===== config.mk =====
export PLATFORM = sky130hd
export DESIGN_NAME = regfile_writeback_ctrl
export DESIGN_NICKNAME = d
export VERILOG_FILES = /design/src/rtl/regfile_writeback_ctrl.sv
export SDC_FILE = /design/constraint.sdc
export NUM_CORES = 1
export LEC_CHECK = 0
export CAP_MARGIN = 30
export CORE_UTILIZATION = 35
export CTS_CLUSTER_SIZE = 12
export DETAILED_ROUTE_END_ITERATION = 16
export PLACE_DENSITY = 0.78
export SLEW_MARGIN = 40
export SYNTH_ARGS = -nofsm -noshare
export SYNTH_HDL_FRONTEND = slang
export SYNTH_SLANG_ARGS = --single-unit

===== constraint.sdc =====
create_clock -name clk -period 3.8 [get_ports clk]
set_input_delay 0.76 -clock clk [delete_from_list [all_inputs] [get_ports clk]]
set_output_delay 0.76 -clock clk [all_outputs]
set_load 0.01 [all_outputs]

===== src/rtl/regfile_writeback_ctrl.sv =====
// Register file write-side initiator: arbitrates ALU/LSU results onto one write port, tracks in-flight loads.
// Latency: accepted write appears on rf_* one cycle after acceptance; busy bit clears at the following edge.
// Backpressure: LSU is always accepted; ALU is stalled whenever the LSU presents a result; issue stalls on load hazards.
module regfile_writeback_ctrl #(
  parameter int XLEN  = 32,
  parameter int NREG  = 32,
  parameter int AW    = 5,
  parameter int MAXLD = 8
) (
  input  logic            clk,
  input  logic            reset,
  // issue side
  input  logic            iss_valid,
  input  logic [AW-1:0]   iss_rs1,
  input  logic [AW-1:0]   iss_rs2,
  input  logic [AW-1:0]   iss_rd,
  input  logic            iss_is_load,
  output logic            iss_ready,
  // ALU result
  input  logic            alu_valid,
  input  logic [AW-1:0]   alu_rd,
  input  logic [XLEN-1:0] alu_data,
  output logic            alu_ready,
  // LSU load result
  input  logic            lsu_valid,
  input  logic [AW-1:0]   lsu_rd,
  input  logic [XLEN-1:0] lsu_data,
  output logic            lsu_ready,
  // register file write port
  output logic            rf_reg_write,
  output logic [AW-1:0]   rf_rd,
  output logic [XLEN-1:0] rf_write_data,
  // scoreboard visibility
  output logic [NREG-1:0] busy_mask,
  output logic [3:0]      pending_loads
);

  localparam logic [3:0] MAX_CNT = 4'(MAXLD);

  // Scoreboard state: one busy bit per register, bit 0 never set.
  logic [NREG-1:0] busy;
  logic [3:0]      pend_cnt;
  // Set when the write currently on rf_* came from the LSU, so its commit
  // retires a load from the scoreboard (including loads aimed at x0).
  logic            lsu_commit;

  // Arbitration results
  logic            lsu_fire;
  logic            alu_fire;
  logic            wr_fire;
  logic [AW-1:0]   wr_rd;
  logic [XLEN-1:0] wr_data;

  // Issue / scoreboard next-state
  logic            issue_ok;
  logic            ld_issue;
  logic [NREG-1:0] set_mask;
  logic [NREG-1:0] clr_mask;
  logic [NREG-1:0] busy_nxt;
  logic [3:0]      pend_nxt;

  // Fixed-priority arbitration: the load is the older instruction, so it always wins.
  always_comb begin
    lsu_ready = 1'b1;
    alu_ready = !lsu_valid;
    lsu_fire  = lsu_valid;
    alu_fire  = alu_valid && !lsu_valid;
    wr_fire   = lsu_fire || alu_fire;
    wr_rd     = lsu_fire ? lsu_rd   : alu_rd;
    wr_data   = lsu_fire ? lsu_data : alu_data;
  end

  // Hazard check: stall on RAW/WAW against any pending load, or when the load tracker is full.
  // x0 never stalls because its busy bit is held at zero.
  always_comb begin
    issue_ok  = !(busy[iss_rs1] | busy[iss_rs2] | busy[iss_rd]) &&
                !(iss_is_load && (pend_cnt == MAX_CNT));
    iss_ready = issue_ok;
    ld_issue  = iss_valid && issue_ok && iss_is_load;
  end

  // Scoreboard next state: clear on LSU commit, set on load issue; set wins on collision.
  // Every issued load counts toward pending_loads, even one aimed at x0, so that
  // its commit has something to retire.
  always_comb begin
    set_mask = '0;
    clr_mask = '0;
    if (ld_issue && (iss_rd != '0)) begin
      set_mask[iss_rd] = 1'b1;
    end
    if (lsu_commit) begin
      clr_mask[rf_rd] = 1'b1;
    end
    busy_nxt    = (busy & ~clr_mask) | set_mask;
    busy_nxt[0] = 1'b0;

    pend_nxt = pend_cnt;
    case ({ld_issue, lsu_commit})
      2'b10: begin
        if (pend_cnt != MAX_CNT) begin
          pend_nxt = pend_cnt + 4'd1;
        end
      end
      2'b01: begin
        if (pend_cnt != 4'd0) begin
          pend_nxt = pend_cnt - 4'd1;
        end
      end
      default: begin
        pend_nxt = pend_cnt;
      end
    endcase
  end

  // Registered write port: one-cycle pulse per accepted write, none for x0; address/data hold otherwise.
  always_ff @(posedge clk) begin
    if (reset) begin
      rf_reg_write  <= 1'b0;
      rf_rd         <= '0;
      rf_write_data <= '0;
      lsu_commit    <= 1'b0;
    end else begin
      rf_reg_write <= wr_fire && (wr_rd != '0);
      lsu_commit   <= lsu_fire;
      if (wr_fire) begin
        rf_rd         <= wr_rd;
        rf_write_data <= wr_data;
      end
    end
  end

  // Scoreboard registers; reset drops every outstanding load.
  always_ff @(posedge clk) begin
    if (reset) begin
      busy     <= '0;
      pend_cnt <= 4'd0;
    end else begin
      busy     <= busy_nxt;
      pend_cnt <= pend_nxt;
    end
  end

  assign busy_mask     = busy;
  assign pending_loads = pend_cnt;

  // A load commit with nothing pending means the LSU returned a load that was never issued.
  a_no_underflow : assert property (@(posedge clk) disable iff (reset)
    lsu_commit |-> (pend_cnt != 4'd0));

  // A load result for a register nobody is waiting on is a stray LSU response.
  a_lsu_rd_busy : assert property (@(posedge clk) disable iff (reset)
    (lsu_valid && (lsu_rd != '0)) |-> busy[lsu_rd]);

endmodule


# [After elaboration in Yosys (flattened, before gate mapping)]
# Index checks and enable logic that the tools add are counted.
[op_classes] add_sub_neg=2 n_reduce_logical=18 bitwise=5 mux=17 eq_ne=6 magnitude_cmp=6
[ops] operator="32-bit 2-to-1 mux" n=3
[ops] operator="32-bit AND" n=1
[ops] operator="32-bit inverter" n=1
[ops] operator="32-bit OR" n=1
[ops] operator="5-bit by 6-bit < comparator with 1-bit output, second input constant" n=4
[ops] operator="1-bit binary-select mux with 5-bit select" n=3
[ops] operator="1-bit demux with 5-bit select" n=2
[ops] operator="5-bit by 1-bit greater-or-equal comparator with 1-bit output, second input constant" n=2
[ops] operator="5-bit nonzero test" n=2
[ops] operator="1-bit logical AND" n=9
[ops] operator="4-bit 2-to-1 mux" n=2
[ops] operator="4-bit one-hot mux with 2 select lines" n=1
[ops] operator="1-bit 2-to-1 mux" n=5
[ops] operator="5-bit 2-to-1 mux" n=1
[ops] operator="4-bit by 1-bit adder with 4-bit output, second input constant" n=1
[ops] operator="4-bit equality test, second input constant" n=1
[ops] operator="2-bit inequality test, second input constant" n=2
[ops] operator="4-bit inequality test, second input constant" n=1
[ops] operator="4-bit nonzero test" n=1
[ops] operator="4-bit by 1-bit subtractor with 4-bit output, second input constant" n=1
[ops] operator="1-bit zero test" n=3
[ops] operator="3-bit AND reduction" n=1
[ops] operator="2-bit by 1-bit equality test with 1-bit output, second input constant" n=1
[ops] operator="2-bit equality test, second input constant" n=1
[ops] operator="3 further kinds" n=4
[word_totals] out_inout_bits=77 reg_bits=75 input_bits=95 word_cells=61

# [Logic depth before layout (Yosys ltp)]
[logic_depth] ltp_word=11 mapped_depth=15 mapped_depth_nobuf=14

# [Least setup slack after synthesis]
# No wires, ideal clock.
[synth_path] path_kind="input to register" startpoint="input iss_rs2[0]" endpoint="register pend_cnt[3], in the netlist pending_loads[3]" n_path_buf=1 setup_slack_ps=-95 arrival_ps=3773 setup_ps=122 path_stages=15 t_required_ps=3678 path_cell_list="buf_6 -> mux4_1 -> mux2_2 -> and3_4 -> a41oi_4 -> nand4_4 -> or3_1 -> ha_1 -> ha_1 -> a21o_1 -> a21oi_1 -> xnor2_1 -> nand2_1 -> xor2_1 -> nor2_1"
[synth_between] elab_chain_len=11 word_cells_on_any_way=15 cone_classes="4 x eq/ne; 3 x mux; 2 x bitwise; 6 x reduce/logical"
[synth_lines] element="start: declaration" line_no="15" text="input logic [AW-1:0] iss_rs2,"
[synth_lines] element="1-bit binary-select mux with 5-bit select (*)" line_no="76" text="issue_ok = !(busy[iss_rs1] | busy[iss_rs2] | busy[iss_rd]) &&"
[synth_lines] element="1-bit 2-to-1 mux (not written as such) (*)" line_no="76"
[synth_lines] element="1-bit OR (*) (2 in series)" line_no="76"
[synth_lines] element="1-bit zero test (*)" line_no="76"
[synth_lines] element="1-bit logical AND (*)" line_no="76"
[synth_lines] element="1-bit logical AND (*) (2 in series)" line_no="79" text="ld_issue = iss_valid && issue_ok && iss_is_load;"
[synth_lines] element="2-bit by 1-bit equality test with 1-bit output or 2-bit equality test (tied branches)" line_no="98" text="case ({ld_issue, lsu_commit})"
[synth_lines] element="2-bit inequality test (no source line) or 2-bit nonzero test (tied branches)"
[synth_lines] element="3-bit AND reduction (no source line)"
[synth_lines] element="end signal: assignment" line_no="139" text="pend_cnt <= pend_nxt;"
[synth_lines] element="end: declaration" line_no="42" text="logic [3:0] pend_cnt;"
# Every way passes the cells marked *; elsewhere a longest branch is shown, timed or not. The select of a mux whose other input is x is not followed.
# A chain may end at the register's enable or synchronous reset.

# [Final worst setup path]
[layout_path] startpoint="input iss_rd[0]" endpoint="register pend_cnt[3], in the netlist pending_loads[3]"
[layout_between] elab_chain_len=10 word_cells_on_any_way=14 cone_classes="4 x eq/ne; 3 x mux; 1 x bitwise; 6 x reduce/logical"
[layout_lines] element="start: declaration" line_no="16" text="input logic [AW-1:0] iss_rd,"
[layout_lines] element="1-bit binary-select mux with 5-bit select (*)" line_no="76"
[layout_lines] element="1-bit 2-to-1 mux (not written as such) (*)" line_no="76"
[layout_lines] element="1-bit OR (*)" line_no="76"
[layout_lines] element="1-bit zero test (*)" line_no="76"
[layout_lines] element="1-bit logical AND (*)" line_no="76"
[layout_lines] element="1-bit logical AND (*) (2 in series)" line_no="79"
[layout_lines] element="2-bit by 1-bit equality test with 1-bit output or 2-bit equality test (tied branches)" line_no="98"
[layout_lines] element="2-bit inequality test (no source line) or 2-bit nonzero test (tied branches)"
[layout_lines] element="3-bit AND reduction (no source line)"
# Marks and branches as above.

==> results.txt <==
Across the run, the number of max-cap violations was 0. TritonCTS built the clock tree. After synthesis, the netlist uses 51 different library cells. Leaving out fill and tap cells, the most frequent cells in the layout are sky130_fd_sc_hd__clkdlybuf4s50_1, sky130_fd_sc_hd__nor2_1, sky130_fd_sc_hd__dfxtp_1. From synthesis to final layout, the design area changed by 50.33%.

The net count of the finished layout is 800. The root buffer cell is sky130_fd_sc_hd__clkbuf_16. The proportion of synthesized area in mux cells was 0.1921.

The clock passes through at most 2 buffers. The fraction of layout instances using a drive strength above 1 was 0.1702; the average wire per cell in the routed design was 18.33 µm. The fraction of power consumed by sequential logic was 0.400; the number of detailed-routing iterations run before antenna repair was 5. The overall power after layout is 2.107 mW. The wire-length estimate of the detail-placed layout is 12410 µm. The run gives 0.235 as the combinational fraction of design power.

The warning count from the yosys run is 0. The congestion estimate from routability-driven global placement came to 0.9399. The run gives 0.003030 mm² as the area occupied by multi-input gates. The share of synthesized registers carrying an async set or reset works out to 0. Entering global routing, the biggest net connects 77 pins.

The I/O pin total came out at 172. The final routed wirelength across all metal layers is 16080 µm. The category of the most critical setup path was input port to flop. The worst-case IR drop observed on VDD is 0.2456 mV. The logs give 41 for the number of cell rows and 877 for the post-layout instance count excluding filler cells. Fill cells in the final layout number 1124. The power spent charging and discharging nets was 0.5802 mW; the setup total negative slack was 0 ps.

The floorplan step set the die height to 117.9 µm. Sort of element at the end of the critical path: a flop. The internal power consumption came out at 1.527 mW. The worst max-slew margin expressed relative to the limit was 0.5412; the number of synthesized register bits was 74. The number of max-slew violations in the final report is 0, and the share of the synthesized area in the top cell type is 0.3150. The share of total power consumed by net switching came out at 0.2754. The number of routed nets with antenna violations came out at 0. The share of the synthesized area in compound gates (AO/OA/AOI/OAI) works out to 0.2032. 0 antenna diodes ended up in the layout.

The area share of and/or/nand/nor cells after synthesis was 0.2128; the post-synthesis instance area was 0.004703 mm². Counting every sink on the clock net gives 74. The clock-pin slew on the worst setup and hold paths came out at 60 ps. The count of vias placed by the detailed router came out at 4835. After synthesis, the mean cell area works out to 9.150 µm². The number of global-route vias before repair is 4879, and the worst path required time is 4010 ps.

Dividing total power by cell area gives a power density of 298.0 mW/mm². The sequential cells in the finished layout cover a total of 0.001481 mm². The clock insertion delay at the later pin of the skew report was 330 ps; the post-route clock skew was 7.510 ps.

The post-synthesis xor/xnor area fraction is 0.007449. When the netlist entered floorplanning its net count stood at 614. The flow ran to the end, and the final reports show no timing, DRC or antenna violations.

The logs give 0 for the number of remaining DRC errors and 0 for the total of endpoints with negative setup slack in the final report. At the pin with the least slew margin, the transition time is 688.3 ps. The fraction of the mapped netlist area in adder cells was 0.01490; the delay contributed by the slowest stage of the critical path was 510 ps. The floorplan die area came out at 0.01391 mm². In the synthesized netlist the dominant register cell turns out to be sky130_fd_sc_hd__dfxtp_1.

The post-route clock period utilization came out at 0.9768. The core region is 0.01288 mm². In the synthesized netlist, the number of instances is 514.

For the number of antenna violations at the first check in global routing, the log shows 0. For this run the aggregate overflow at the end of global routing stands at 0. In the post-synthesis netlist, the biggest area contributors are sky130_fd_sc_hd__dfxtp_1, sky130_fd_sc_hd__mux2i_1, sky130_fd_sc_hd__o41ai_2. The analysis attributes to cell leakage a power of 2.857 nW. In the routed layout, each cell is associated on average with a via count of 5.513. For the starting density of the core, the log shows 0.3653.

The upper clock frequency limit is 0.2694 GHz. Among all stages on the critical path, the largest delay is contributed by sky130_fd_sc_hd__mux4_2. The time the worst path needs with I/O delays and setup was 3712 ps. STA classifies the critical path startpoint as an input port.

The part of the power in the clock network is 0.365, and the sequential cell area fraction in the yosys report is 0.3150. sky130_fd_sc_hd__dfxtp_1 takes more of the synthesized area than any other cell. Setup repair after global routing could not meet its margin everywhere. In this run the number of H-tree levels came out at 3.

Leaving out fill and tap cells, the most frequent cell in the layout is sky130_fd_sc_hd__clkdlybuf4s50_1. In this run the worst path has a maximum fanout of 6. The run gives 0 as the number of hold violations in the final report. From left edge to right edge, the die measures 117.9 µm. The number of port buffers was 169.

The post-cts hold buffer count was 0; the number of synthesized flops with an enable pin was 0. Data arrives at the worst endpoint at 3920 ps. By area, the combinational part of the netlist is dominated by simple AND/OR/NAND/NOR gates. The tools report the all-layer global routing usage as 0.2333. The worst hold path belongs to the class flop to flop. The critical path goes through clkdlybuf4s50_1 -> buf_6 -> mux4_2 -> a32oi_2 -> buf_4 -> o311ai_4 -> or3_1 -> ha_2 -> ha_1 -> a21o_1 -> a21oi_2 -> xnor2_1 -> nand2_1 -> xor2_1 -> nor2_1. The number of buffers inserted during clock tree synthesis was 9; the DRC violation total after the first TritonRoute iteration was 291.

The post-placement cell count was 860; the first-pass GRT wire length was 25850 µm.
==> through the flow <==
stage               hold slack (ps)  setup WS [ps]  instance area, µm²    util
finish                        545.8          88.09                7071  0.5491
CTS                           517.0          10.57                7032  0.5461
global placement              492.5         -640.8                6760  0.5250
global route                  565.2         -49.71                7071  0.5491
detailed placement            506.2         -669.6                6763  0.5252
floorplan                     503.1          1.054                4710       -
==> repair_timing <==
item | 4_1_cts | 5_1_grt
pin swaps | 2 | 3
resized for setup | 12 | 9
setup endpoints to repair | 5 | 2
setup buffers | 0 | 1
==> sequential cells by signal, summed over array words and instances (netlist names) <==
register,flops
rf_rd,5
rf_reg_write,1
lsu_commit,1
pending_loads,4
rf_write_data,32
busy_mask,31
==> power by group through the flow <==
stage	sequential [mW]	combinational, mW	clock [mW]
2_1_floorplan	0.862	0.233	0
3_3_place_gp	0.856	0.478	0
3_5_place_dp	0.858	0.487	0
4_1_cts	0.842	0.489	0.789
5_1_grt	0.847	0.534	0.825
6_report	0.842	0.496	0.769
==> cells by family (layout without fill, tap and decap cells) <==
| logic type | count (synthesis) | in the layout |
|---|---|---|
| compound gates | 110 | 110 |
| fa+ha+maj | 5 | 5 |
| mux | 69 | 69 |
| flops | 74 | 74 |
| simple gates | 198 | 198 |
| other cells | 2 | 2 |
| buf+inv | 52 | 243 |
| xor+xnor | 4 | 4 |
==> critical path: cells and delay by family <==
family	cells	cell delay (ps)
xor gates and xnor gates	2	270
adders and majority gates	2	470
buffers and inverters	3	780
and+or+nand+nor	3	530
muxes	1	510
AOI/OAI and AO/OA	4	610
==> per-layer routing <==
layer / track usage / wire [µm]
met4: 0.07372 / 286
met3: 0.06541 / 1591
met1: 0.2956 / 6850
met2: 0.3809 / 7349
met5: 0 / 0
==> cells in the mapped netlist (7+ instances only) <==
master,count
sky130_fd_sc_hd__nand2b_1,8
sky130_fd_sc_hd__clkbuf_1,23
sky130_fd_sc_hd__o41ai_2,28
sky130_fd_sc_hd__mux2i_1,49
sky130_fd_sc_hd__mux4_2,10
sky130_fd_sc_hd__inv_1,10
sky130_fd_sc_hd__a21oi_1,44
sky130_fd_sc_hd__or4_1,7
sky130_fd_sc_hd__nor2b_1,19
sky130_fd_sc_hd__nor3_1,7
sky130_fd_sc_hd__nand2_1,26
sky130_fd_sc_hd__o21ai_0,18
sky130_fd_sc_hd__buf_2,7
sky130_fd_sc_hd__dfxtp_1,74
sky130_fd_sc_hd__nor2_1,89
sky130_fd_sc_hd__nand3b_1,20
==> final cells by class <==
cell class / count / share of cell area
clock buffer: 13 / 0.03539
clock inverter: 3 / 0.002124
inverter: 10 / 0.005309
multi-input combinational: 388 / 0.4286
sequential: 74 / 0.2095
tap: 172 / 0.03044
timing repair buffer: 217 / 0.2886
==> final timing paths <==
path | startpoint | end | slack, ps | cells after the start
min | pending_loads[2] | pending_loads[2] | 550 | 2
max | iss_rd[0] | pending_loads[3] | 90 | 15
min reg2reg | pending_loads[2] | pending_loads[2] | 550 | 2
max reg2reg | busy_mask[26] | pending_loads[3] | 420 | 15
Note: power is estimated with default switching activity, not from simulation.
